$ cat src/rtl/mem_pkg.sv
// Shared types and constants for the memory access master.
// Latency: n/a (types and constants only).
// Backpressure: n/a.
// Contents: FSM state enum, ROM/RAM boundary, word size, request error-cause indices.
package mem_pkg;

  typedef enum logic [1:0] {
    IDLE  = 2'd0,
    READ  = 2'd1,
    WRITE = 2'd2,
    RESP  = 2'd3
  } mem_state_e;

  // Addresses below this boundary are ROM and may only be read.
  localparam logic [31:0] SEPARATOR_ADDR = 32'h1000_0000;
  localparam logic [31:0] WORD_BYTES     = 32'd4;

  // Bit positions of the individual request error causes.
  localparam int ERR_MISALIGN  = 0;
  localparam int ERR_ROM_WRITE = 1;
  localparam int ERR_WRITE_LEN = 2;
  localparam int ERR_OVERFLOW  = 3;
  localparam int ERR_STRADDLE  = 4;
  localparam int ERR_CAUSES    = 5;

endpackage

$ cat src/rtl/mem_access_master_if.sv
// Bundles the CPU request/response channels and the memory-side bus.
// Latency: n/a (wiring only).
// Backpressure: req_ready_o / rsp_ready_i carry valid-ready flow control.
// Modports: master = the access master itself, slave = CPU plus memory environment.
interface mem_access_master_if #(
  parameter int DATA_WIDTH = 32,
  parameter int MAX_LEN_W  = 3
);

  logic                  req_valid_i;
  logic                  req_ready_o;
  logic                  req_write_i;
  logic [DATA_WIDTH-1:0] req_addr_i;
  logic [DATA_WIDTH-1:0] req_wdata_i;
  logic [MAX_LEN_W-1:0]  req_len_i;

  logic                  rsp_valid_o;
  logic                  rsp_ready_i;
  logic [DATA_WIDTH-1:0] rsp_rdata_o;
  logic                  rsp_err_o;
  logic                  rsp_last_o;

  logic                  mem_we_o;
  logic [DATA_WIDTH-1:0] mem_addr_o;
  logic [DATA_WIDTH-1:0] mem_wdata_o;
  logic [DATA_WIDTH-1:0] mem_rdata_i;

  modport master (
    input  req_valid_i, req_write_i, req_addr_i, req_wdata_i, req_len_i,
    input  rsp_ready_i, mem_rdata_i,
    output req_ready_o, rsp_valid_o, rsp_rdata_o, rsp_err_o, rsp_last_o,
    output mem_we_o, mem_addr_o, mem_wdata_o
  );

  modport slave (
    output req_valid_i, req_write_i, req_addr_i, req_wdata_i, req_len_i,
    output rsp_ready_i, mem_rdata_i,
    input  req_ready_o, rsp_valid_o, rsp_rdata_o, rsp_err_o, rsp_last_o,
    input  mem_we_o, mem_addr_o, mem_wdata_o
  );

endinterface

$ cat src/rtl/mem_req_check.sv
// Flags requests that must never reach memory (bad alignment, ROM write, bad length, wrap, region straddle).
// Latency: combinational.
// Backpressure: none.
// Ports: addr_i/write_i/len_i describe the offered request; err_o is high if any check trips.
module mem_req_check
  import mem_pkg::*;
#(
  parameter int                    DATA_WIDTH = 32,
  parameter int                    MAX_LEN_W  = 3,
  parameter logic [DATA_WIDTH-1:0] SEPARATOR  = DATA_WIDTH'(SEPARATOR_ADDR)
) (
  input  logic [DATA_WIDTH-1:0] addr_i,
  input  logic                  write_i,
  input  logic [MAX_LEN_W-1:0]  len_i,
  output logic                  err_o
);

  logic [DATA_WIDTH:0]   span;
  logic [DATA_WIDTH:0]   end_addr;
  logic [ERR_CAUSES-1:0] cause;

  always_comb begin
    // One extra bit so a burst that wraps past the top of memory is visible.
    span     = (DATA_WIDTH+1)'(len_i) * (DATA_WIDTH+1)'(WORD_BYTES);
    end_addr = {1'b0, addr_i} + span;

    cause                = '0;
    cause[ERR_MISALIGN]  = (addr_i[1:0] != 2'b00);
    cause[ERR_ROM_WRITE] = write_i && (addr_i < SEPARATOR);
    cause[ERR_WRITE_LEN] = write_i && (len_i != '0);
    cause[ERR_OVERFLOW]  = end_addr[DATA_WIDTH];
    // First and last word of a read burst must sit in the same region.
    cause[ERR_STRADDLE]  = !write_i &&
                           ((addr_i < SEPARATOR) != (end_addr[DATA_WIDTH-1:0] < SEPARATOR));
    err_o = |cause;
  end

endmodule

$ cat src/rtl/mem_access_master.sv
// Turns CPU read bursts / single writes into memory bus cycles and returns one response beat per word.
// Latency: read beat 2 cycles after accept (2 after each prior handshake), write ack 2, error 1.
// Backpressure: one request in flight; response held stable until rsp_ready_i, req_ready_o low while busy.
// Ports: clk, reset (async active-high), bus = mem_access_master_if.master (request, response, memory sides).
module mem_access_master
  import mem_pkg::*;
#(
  parameter int                    DATA_WIDTH = 32,
  parameter int                    MAX_LEN_W  = 3,
  parameter logic [DATA_WIDTH-1:0] SEPARATOR  = DATA_WIDTH'(SEPARATOR_ADDR)
) (
  input  logic                 clk,
  input  logic                 reset,
  mem_access_master_if.master  bus
);

  mem_state_e            state_q, state_d;
  logic [MAX_LEN_W-1:0]  cnt_q, cnt_d;
  // mem_addr_q is also the beat address; it only moves when a bus cycle is about to be issued.
  logic [DATA_WIDTH-1:0] mem_addr_q, mem_addr_d;
  logic [DATA_WIDTH-1:0] mem_wdata_q, mem_wdata_d;
  logic [DATA_WIDTH-1:0] rsp_rdata_q, rsp_rdata_d;
  logic                  rsp_err_q, rsp_err_d;
  logic                  rsp_last_q, rsp_last_d;
  logic                  req_err;

  mem_req_check #(
    .DATA_WIDTH (DATA_WIDTH),
    .MAX_LEN_W  (MAX_LEN_W),
    .SEPARATOR  (SEPARATOR)
  ) u_check (
    .addr_i  (bus.req_addr_i),
    .write_i (bus.req_write_i),
    .len_i   (bus.req_len_i),
    .err_o   (req_err)
  );

  always_comb begin
    state_d     = state_q;
    cnt_d       = cnt_q;
    mem_addr_d  = mem_addr_q;
    mem_wdata_d = mem_wdata_q;
    rsp_rdata_d = rsp_rdata_q;
    rsp_err_d   = rsp_err_q;
    rsp_last_d  = rsp_last_q;

    unique case (state_q)
      IDLE: begin
        if (bus.req_valid_i) begin
          cnt_d = bus.req_len_i;
          if (req_err) begin
            // Rejected requests leave the memory bus untouched.
            rsp_err_d   = 1'b1;
            rsp_last_d  = 1'b1;
            rsp_rdata_d = '0;
            state_d     = RESP;
          end else begin
            mem_addr_d = bus.req_addr_i;
            if (bus.req_write_i) begin
              mem_wdata_d = bus.req_wdata_i;
              state_d     = WRITE;
            end else begin
              state_d = READ;
            end
          end
        end
      end
      READ: begin
        rsp_rdata_d = bus.mem_rdata_i;
        rsp_err_d   = 1'b0;
        rsp_last_d  = (cnt_q == '0);
        state_d     = RESP;
      end
      WRITE: begin
        rsp_rdata_d = '0;
        rsp_err_d   = 1'b0;
        rsp_last_d  = 1'b1;
        state_d     = RESP;
      end
      RESP: begin
        if (bus.rsp_ready_i) begin
          if (rsp_last_q) begin
            state_d = IDLE;
          end else begin
            cnt_d      = cnt_q - MAX_LEN_W'(1);
            mem_addr_d = mem_addr_q + DATA_WIDTH'(WORD_BYTES);
            state_d    = READ;
          end
        end
      end
      default: state_d = IDLE;
    endcase
  end

  always_ff @(posedge clk or posedge reset) begin
    if (reset) begin
      state_q     <= IDLE;
      cnt_q       <= '0;
      mem_addr_q  <= '0;
      mem_wdata_q <= '0;
      rsp_rdata_q <= '0;
      rsp_err_q   <= 1'b0;
      rsp_last_q  <= 1'b0;
    end else begin
      state_q     <= state_d;
      cnt_q       <= cnt_d;
      mem_addr_q  <= mem_addr_d;
      mem_wdata_q <= mem_wdata_d;
      rsp_rdata_q <= rsp_rdata_d;
      rsp_err_q   <= rsp_err_d;
      rsp_last_q  <= rsp_last_d;
    end
  end

  assign bus.req_ready_o = (state_q == IDLE);
  assign bus.rsp_valid_o = (state_q == RESP);
  assign bus.mem_we_o    = (state_q == WRITE);
  assign bus.mem_addr_o  = mem_addr_q;
  assign bus.mem_wdata_o = mem_wdata_q;
  assign bus.rsp_rdata_o = rsp_rdata_q;
  assign bus.rsp_err_o   = rsp_err_q;
  assign bus.rsp_last_o  = rsp_last_q;

endmodule

$ cat src/flat_wrapper.sv
// flat-port wrapper written by rule: the top's interface ports become plain ports
module mem_access_master_flat import mem_pkg::*;
#(
  parameter int                    DATA_WIDTH = 32,
  parameter int                    MAX_LEN_W  = 3,
  parameter logic [DATA_WIDTH-1:0] SEPARATOR  = DATA_WIDTH'(SEPARATOR_ADDR)
)
  (clk, reset, bus_req_valid_i, bus_req_write_i, bus_req_addr_i, bus_req_wdata_i, bus_req_len_i, bus_rsp_ready_i, bus_mem_rdata_i, bus_req_ready_o, bus_rsp_valid_o, bus_rsp_rdata_o, bus_rsp_err_o, bus_rsp_last_o, bus_mem_we_o, bus_mem_addr_o, bus_mem_wdata_o);
  mem_access_master_if #(.DATA_WIDTH(DATA_WIDTH), .MAX_LEN_W(MAX_LEN_W)) bus_i ();
  input  logic clk;
  input  logic reset;
  input wire logic [$bits(bus_i.req_valid_i)-1:0] bus_req_valid_i;
  input wire logic [$bits(bus_i.req_write_i)-1:0] bus_req_write_i;
  input wire logic [$bits(bus_i.req_addr_i)-1:0] bus_req_addr_i;
  input wire logic [$bits(bus_i.req_wdata_i)-1:0] bus_req_wdata_i;
  input wire logic [$bits(bus_i.req_len_i)-1:0] bus_req_len_i;
  input wire logic [$bits(bus_i.rsp_ready_i)-1:0] bus_rsp_ready_i;
  input wire logic [$bits(bus_i.mem_rdata_i)-1:0] bus_mem_rdata_i;
  output wire logic [$bits(bus_i.req_ready_o)-1:0] bus_req_ready_o;
  output wire logic [$bits(bus_i.rsp_valid_o)-1:0] bus_rsp_valid_o;
  output wire logic [$bits(bus_i.rsp_rdata_o)-1:0] bus_rsp_rdata_o;
  output wire logic [$bits(bus_i.rsp_err_o)-1:0] bus_rsp_err_o;
  output wire logic [$bits(bus_i.rsp_last_o)-1:0] bus_rsp_last_o;
  output wire logic [$bits(bus_i.mem_we_o)-1:0] bus_mem_we_o;
  output wire logic [$bits(bus_i.mem_addr_o)-1:0] bus_mem_addr_o;
  output wire logic [$bits(bus_i.mem_wdata_o)-1:0] bus_mem_wdata_o;
  assign bus_i.req_valid_i = bus_req_valid_i;
  assign bus_i.req_write_i = bus_req_write_i;
  assign bus_i.req_addr_i = bus_req_addr_i;
  assign bus_i.req_wdata_i = bus_req_wdata_i;
  assign bus_i.req_len_i = bus_req_len_i;
  assign bus_i.rsp_ready_i = bus_rsp_ready_i;
  assign bus_i.mem_rdata_i = bus_mem_rdata_i;
  assign bus_req_ready_o = bus_i.req_ready_o;
  assign bus_rsp_valid_o = bus_i.rsp_valid_o;
  assign bus_rsp_rdata_o = bus_i.rsp_rdata_o;
  assign bus_rsp_err_o = bus_i.rsp_err_o;
  assign bus_rsp_last_o = bus_i.rsp_last_o;
  assign bus_mem_we_o = bus_i.mem_we_o;
  assign bus_mem_addr_o = bus_i.mem_addr_o;
  assign bus_mem_wdata_o = bus_i.mem_wdata_o;
  mem_access_master #(.DATA_WIDTH(DATA_WIDTH), .MAX_LEN_W(MAX_LEN_W), .SEPARATOR(SEPARATOR)) u_core (.clk(clk), .reset(reset), .bus(bus_i));
endmodule
$ cat config.mk
export PLATFORM = sky130hd
export DESIGN_NAME = mem_access_master_flat
export DESIGN_NICKNAME = d
export VERILOG_FILES = /design/src/rtl/mem_pkg.sv /design/src/rtl/mem_access_master_if.sv /design/src/rtl/mem_req_check.sv /design/src/rtl/mem_access_master.sv /design/src/flat_wrapper.sv
export SDC_FILE = /design/constraint.sdc
export NUM_CORES = 1
export LEC_CHECK = 0
export ABC_CLOCK_PERIOD_IN_PS = 6740
export CORE_AREA = 10 10 118 120
export CTS_BUF_LIST = sky130_fd_sc_hd__clkbuf_4 sky130_fd_sc_hd__clkbuf_8
export CTS_CLUSTER_DIAMETER = 150
export DETAILED_ROUTE_END_ITERATION = 6
export DIE_AREA = 0 0 128 130
export PLACE_DENSITY = 0.82
export REMOVE_ABC_BUFFERS = 1
export SYNTH_ARGS = -nofsm -noshare
export SYNTH_HDL_FRONTEND = slang
export SYNTH_SLANG_ARGS = --single-unit
$ cat constraint.sdc
create_clock -name clk -period 6.74 [get_ports clk]
set_input_delay 2.022 -clock clk [delete_from_list [all_inputs] [get_ports clk]]
set_output_delay 2.022 -clock clk [all_outputs]
set_load 0.05 [all_outputs]
==> results.md, run 1 <==
* Clock Root Buffer: clkbuf_8
* Max Slew Vio Count at 0
* Share of layout cells above drive strength 1 at 9.45%
* Fmax at 216 MHz
* Post-synthesis sequential area ratio at 50.1%
* CTS clock-pin slew for the worst setup and hold paths at 0.10 ns
* CTS Hold Buffers Added at 0
* Crit path max fanout at 89
* Final layout net count at 838
* Antenna violations before repair at 1
* Final Hold Fails at 0
* Cell Rows at 40
* Dpl hpwl at 13400 um
* Remaining DRCs at 0
* Nature of the critical path endpoint: primary output
* CP Class: reg2out
* Setup violations, final at 0
* IO Pins at 205
* Final Power at 3770 uW
* Power density over the cells at 505 mW/mm2
* DRT Wirelength at 17700 um
* Antenna diode count at 0
* Htree depth at 3
* Synth top area share at 50.1%
* Core footprint at 0.0117 mm2
* Vias in the first global route at 5044
* Yosys cell types at 51
* Minimum clock period at 4.62 ns
* Reg2reg setup slack at 3.61 ns
* Layout Skew at 0.0155 ns
* WP depth at 3
* Pleak at 0.00314 uW
* Crit-path cells: ha_2 > buf_4 > clkdlybuf4s50_1
* Most frequent cells in the layout: clkdlybuf4s50_1 (204), nand2_1 (115), dfrtp_1 (103)
* Port Buffer Count at 204
* Via count at 5042
* RePlAce Congestion at 0.904
* Total CTS buffers at 9
* Number of synthesis warnings at 0
* Hold/Removal Path Class: reg2reg
* Global route overflow at 0
* Mean post-synth cell area at 9.54 um2
* Worst Max-Slew Pin Slew at 1.14 ns
* GRT Util Overall at 20.7%
* WL per Instance at 20.2 um
* Cells after Synth at 539
* Cts repair resizes at 0
* Reg2Reg Depth at 9
* Area contributors post-synth: dfrtp_1 (50%), nand2_1 (8.4%), mux2_2 (7.2%), o22ai_1 (5.7%), a21oi_1 (4.3%)
* Peak VDD IR at 0.355 mV
* Max-slew headroom at 23.9%
* Critical path's slowest cell: clkdlybuf4s50_1
* WHS Path Cells at 2
* Worst Path Buf+Inv at 2
* Flops & latches, synth at 103
* Final ANT Viol Nets at 0
* DRT iter0 DRCs at 573
* Clock latency on the worst-skew pair at 0.37 ns
* RSZ-0062 raised after global routing: false
* First-pass GRT wire length at 27900 um
* Crit path DAT at 2.60 ns
* Die Height at 130 um
* Initial core utilization at 43.9%
* MaxCap Viol Count at 0
* CP Launch Type: flip-flop
* Setup TNS at 0 ns
* Total die area at 0.0166 mm2
* Status: completed
* Netlist Area Pre-Place at 0.00514 mm2
* Postcts setup bufs at 0
* Largest net degree at the start of global routing at 90
* Mean number of vias per cell at 5.75
* Main synth FF type: dfrtp_1
* Drt first pass iters at 5
* Crit path largest cell delay at 0.95 ns
* EDFF count, synth at 0
* Most common cell after layout, fill and taps aside: clkdlybuf4s50_1
* Die Span X at 128 um
* Area Overhead vs Synth at 45.4%
* CTS tree: done
* Async set-reset flop share out of synthesis at 100%
* Cell family with most CP delay: buffers and inverters
* Period utilization at 68.6%
* Sink Count at 103
* Max clock buf depth at 2
* Crit path required time at 4.72 ns
* Yosys top cell by area: dfrtp_1
==> routing by layer <==
metal,global-route usage [%],wire length (um),up-vias
met1,26.2,7250,2406
met4,6.23,329,0
met3,7.14,1910,31
met5,0,0,-
met2,32.8,8200,283
li1,-,-,2322
==> power breakdown <==
group | total, uW | internal (uW) | switching (uW)
sequential | 1060 | 844 | 215
clock | 418 | 188 | 230
combinational | 2300 | 751 | 1550
total | 3770 | 1780 | 1990
==> stage by stage <==
| step | setup WS (ns) | hold slack [ns] | utilization (%) | cells | instance area (um2) |
|---|---|---|---|---|---|
| 4_1_cts | 2.13 | 0.496 | 63.8 | 877 | 7480 |
| 3_5_place_dp | 1.89 | 0.475 | 62.0 | 861 | 7260 |
| 5_1_grt | 1.99 | 0.522 | 63.8 | 877 | 7480 |
| 2_1_floorplan | 1.83 | 0.450 | - | 504 | 4990 |
| 6_report | 2.12 | 0.500 | 63.8 | 877 | 7480 |
| 3_3_place_gp | 1.98 | 0.464 | 62.0 | 861 | 7260 |
==> kinds of logic (layout without fill, tap and decap cells) <==
logic type	Yosys count	count (layout)	synth area share [%]
simple gates	195	195	17.7
mux	35	35	7.62
compound gates	149	149	18.4
flops	103	103	50.1
fa+ha+maj	9	9	2.19
buf+inv	48	239	3.97
==> worst paths after layout <==
path / startpoint / to
min in group asynchronous: reset / u_core.bus.mem_wdata_o[0]
max in group asynchronous: reset / u_core.bus.mem_addr_o[31]
setup reg to reg: u_core.state_q[0] / u_core.bus.rsp_last_o
setup / recovery: u_core.state_q[0] / bus_rsp_valid_o
hold reg to reg: u_core.cnt_q[1] / u_core.cnt_q[1]
hold / removal: u_core.cnt_q[1] / u_core.cnt_q[1]
==> worst reg2reg max path: cells and delay by family, from the launching register on <==
kind | cells | cell delay [ns]
compound gates | 1 | 0.05
fa+ha+maj | 1 | 0.19
buf+inv | 4 | 1.69
flops | 1 | 0.41
mux | 1 | 0.39
simple gates | 2 | 0.31
==> synth_stat cells, types with 3 or more instances <==
| cell | number |
|---|---|
| mux2_2 | 33 |
| nand2b_1 | 3 |
| o21ai_0 | 23 |
| nand4_1 | 15 |
| clkbuf_1 | 17 |
| ha_1 | 9 |
| nand3_1 | 21 |
| and3_1 | 5 |
| dfrtp_1 | 103 |
| o22ai_1 | 47 |
| nand2_1 | 115 |
| a211oi_1 | 4 |
| nor4_1 | 3 |
| nor2_1 | 17 |
| inv_1 | 12 |
| buf_1 | 3 |
| a21oi_1 | 44 |
| buf_2 | 13 |
| a2bb2oi_1 | 4 |
| nor3_1 | 6 |
==> sequential cells by signal (all words and copies together) (netlist names) <==
name and count:
u_core.bus.mem_addr_o 32, u_core.bus.mem_wdata_o 32, u_core.bus.rsp_err_o 1, u_core.bus.rsp_last_o 1, u_core.bus.rsp_rdata_o 32, u_core.cnt_q 3, u_core.state_q 2
==> final cells by class <==
type | instances | area, um2
inverters | 13 | 51.3
well taps | 147 | 184
flip-flops and latches | 103 | 2580
repair buffers | 210 | 2090
clock buffers | 10 | 138
multi-input cells | 388 | 2360
fillers | 975 | 4230
clock inverters | 6 | 75.1
Power figures use the tool's default switching activity.
==> run 2: changes to the inputs <==
--- a/config.mk
+++ b/config.mk
@@ -5,7 +5,7 @@
 export SDC_FILE = /design/constraint.sdc
 export NUM_CORES = 1
 export LEC_CHECK = 0
-export ABC_CLOCK_PERIOD_IN_PS = 6740
+export ABC_CLOCK_PERIOD_IN_PS = 4500
 export CORE_AREA = 10 10 118 120
 export CTS_BUF_LIST = sky130_fd_sc_hd__clkbuf_4 sky130_fd_sc_hd__clkbuf_8
 export CTS_CLUSTER_DIAMETER = 150
==> constraint.sdc (replaced) <==
create_clock -name clk -period 4.5 [get_ports clk]
set_input_delay 1.35 -clock clk [delete_from_list [all_inputs] [get_ports clk]]
set_output_delay 1.35 -clock clk [all_outputs]
set_load 0.05 [all_outputs]
==> run 2 against run 1 <==
Die area unchanged. Via count fell by 1.9%. Critical path depth grew 4. Clock power increased by 37%. Worst hold slack lost 0.0015 ns. Non-clock buffer count is 2 higher. Power is 49% higher. Final area about the same. Combinational power is 50% higher. Sequential share of layout area barely moved. Global-route usage down 0.38 points. Critical path type is now in2reg. Largest cell class unchanged. Highest routed layer unchanged.
==> results.md, run 2 (same netlist as run 1, synthesis figures left out) <==
* Status: completed
* Share of layout cells above drive strength 1 at 9.70%
* Antenna diode count at 0
* Max Slew Vio Count at 0
* Setup violations, final at 0
* Cell family with most CP delay: simple AND/OR/NAND/NOR gates
* Remaining DRCs at 0
* Core footprint at 0.0117 mm2
* Filler Cell Count at 939
* Mean number of vias per cell at 5.63
* Dpl hpwl at 13400 um
* CTS clock-pin slew for the worst setup and hold paths at 0.11 ns
* Vias in the first global route at 4999
* First-pass GRT wire length at 27300 um
* Worst Path Buf+Inv at 1
* Max-slew headroom at 15.2%
* Fmax at 258 MHz
* GRT Util Overall at 20.3%
* WL per Instance at 19.8 um
* Clock share of power at 10.2%
* WHS Path Cells at 2
* Layout Skew at 0.00851 ns
* Crit path largest cell delay at 0.98 ns
* Die Span X at 128 um
* Global route overflow at 0
* Worst Max-Slew Pin Slew at 1.27 ns
* Total CTS buffers at 9
* CTS Hold Buffers Added at 0
* Minimum clock period at 3.88 ns
* Final ANT Viol Nets at 0
* Pleak at 0.00315 uW
* Final layout net count at 840
* Initial core utilization at 43.9%
* Die Height at 130 um
* Drt first pass iters at 5
* Area Overhead vs Synth at 45.3%
* Reg2Reg Depth at 6
* CP Launch Type: input pin
* Largest net degree at the start of global routing at 78
* Htree depth at 3
* Critical path's slowest cell: nor2_2
* WP depth at 7
* Postcts setup bufs at 0
* Power share of the combinational group at 61.6%
* Total die area at 0.0166 mm2
* Max clock buf depth at 2
* Setup TNS at 0 ns
* Sink Count at 103
* Clock latency on the worst-skew pair at 0.38 ns
* Worst Slack Setup Final at 0.617 ns
* Crit path required time at 4.77 ns
* Sw frac at 53.5%
* Clock Root Buffer: clkbuf_8
* Peak VDD IR at 0.496 mV
* CTS tree: done
* Crit path DAT at 4.16 ns
* Most frequent cells in the layout: clkdlybuf4s50_1 (204), nand2_1 (115), dfrtp_1 (103)
* MaxCap Viol Count at 0
* Period utilization at 86.3%
* Power density over the cells at 752 mW/mm2
* DRT Wirelength at 17400 um
* Place WS at 0.191 ns
* Hold/Removal Path Class: reg2reg
* Crit-path cells: clkdlybuf4s50_1 > nor4_1 > o41a_1 > nor2_1 > a21oi_2 > nor2_2 > mux2_2
* Sw Pwr at 3000 uW
* Via count at 4947
* Port Buffer Count at 204
* Cell Rows at 40
* Final Instance Count excl. Fillers at 879
* Antenna violations before repair at 0
* DP Cell Count at 863
* CP Class: in2reg
* Area of the multi-input gates at 0.00236 mm2
* Register area at 0.00258 mm2
* Reg power frac at 28.2%
* Cts repair resizes at 0
* Post-layout util at 63.8%
* Final Hold Fails at 0
* RePlAce Congestion at 0.889
* IO Pins at 205
* Most common cell after layout, fill and taps aside: clkdlybuf4s50_1
* RSZ-0062 raised after global routing: false
* DRT iter0 DRCs at 513
* Crit path max fanout at 33
* Nature of the critical path endpoint: flip-flop
* Internal power contribution at 2610 uW
run 2: changes by cell type in the layout (fill, tap and decap cells not counted):
cell | before | now
clkinvlp_4 | 1 | 0
bufinv_16 | 1 | 0
inv_6 | 2 | 1
buf_4 | 6 | 8
clkinv_4 | 1 | 3
clkinv_2 | 0 | 1
clkbuf_8 | 10 | 9
clkinv_8 | 0 | 1
run 2: stage by stage:
| stage | hold WS [ns] | area, um2 | total power, uW |
|---|---|---|---|
| after floorplan | 0.450 | 4990 | 3840 |
| after global placement | 0.463 | 7280 | 4970 |
| after detailed placement | 0.476 | 7280 | 5060 |
| after CTS | 0.501 | 7470 | 5630 |
| after global routing | 0.534 | 7470 | 5950 |
| final | 0.498 | 7470 | 5620 |
run 2: worst reg2reg max path, delay by kind of cell, from the launching register on:
family | cells | cell delay [ns]
simple gates | 2 | 1.15
fa+ha+maj | 1 | 0.44
flops | 1 | 0.42
mux | 1 | 0.42
buf+inv | 1 | 0.32
compound gates | 1 | 0.05
run 2: cell type report:
type,instances,area share [%]
Multi-Input combinational cell,388,31.7
Clock inverter,7,0.904
Sequential cell,103,34.5
Tap cell,147,2.46
Inverter,13,0.687
Timing Repair Buffer,212,28.1
Clock buffer,9,1.66
run 2: metal layers:
metal  vias to the layer above  GRT usage (%)  routed length [um]
met1                      2377           25.4                7490
met5                         -              0                   0
met4                         0           3.84                 112
li1                       2327              -                   -
met3                         9           7.67                1660
met2                       234           33.2                8120
run 2: final timing paths:
check / start / to / slack, ns
max: bus_req_addr_i[31] / u_core.bus.rsp_last_o / 0.62
min: u_core.cnt_q[1] / u_core.cnt_q[1] / 0.50
max reg2reg: u_core.state_q[1] / u_core.bus.rsp_last_o / 1.60
min reg2reg: u_core.cnt_q[1] / u_core.cnt_q[1] / 0.50
max in group asynchronous: reset / u_core.bus.rsp_rdata_o[19] / 2.18
min in group asynchronous: reset / u_core.bus.mem_wdata_o[21] / 1.52
run 2: power groups by stage:
stage                     clock, uW  combinational [uW]  sequential (uW)
after floorplan                   0                1230             2600
after global placement            0                3390             1580
after detailed placement          0                3470             1600
after CTS                       576                3480             1580
after global routing            621                3690             1640
final                           571                3460             1590
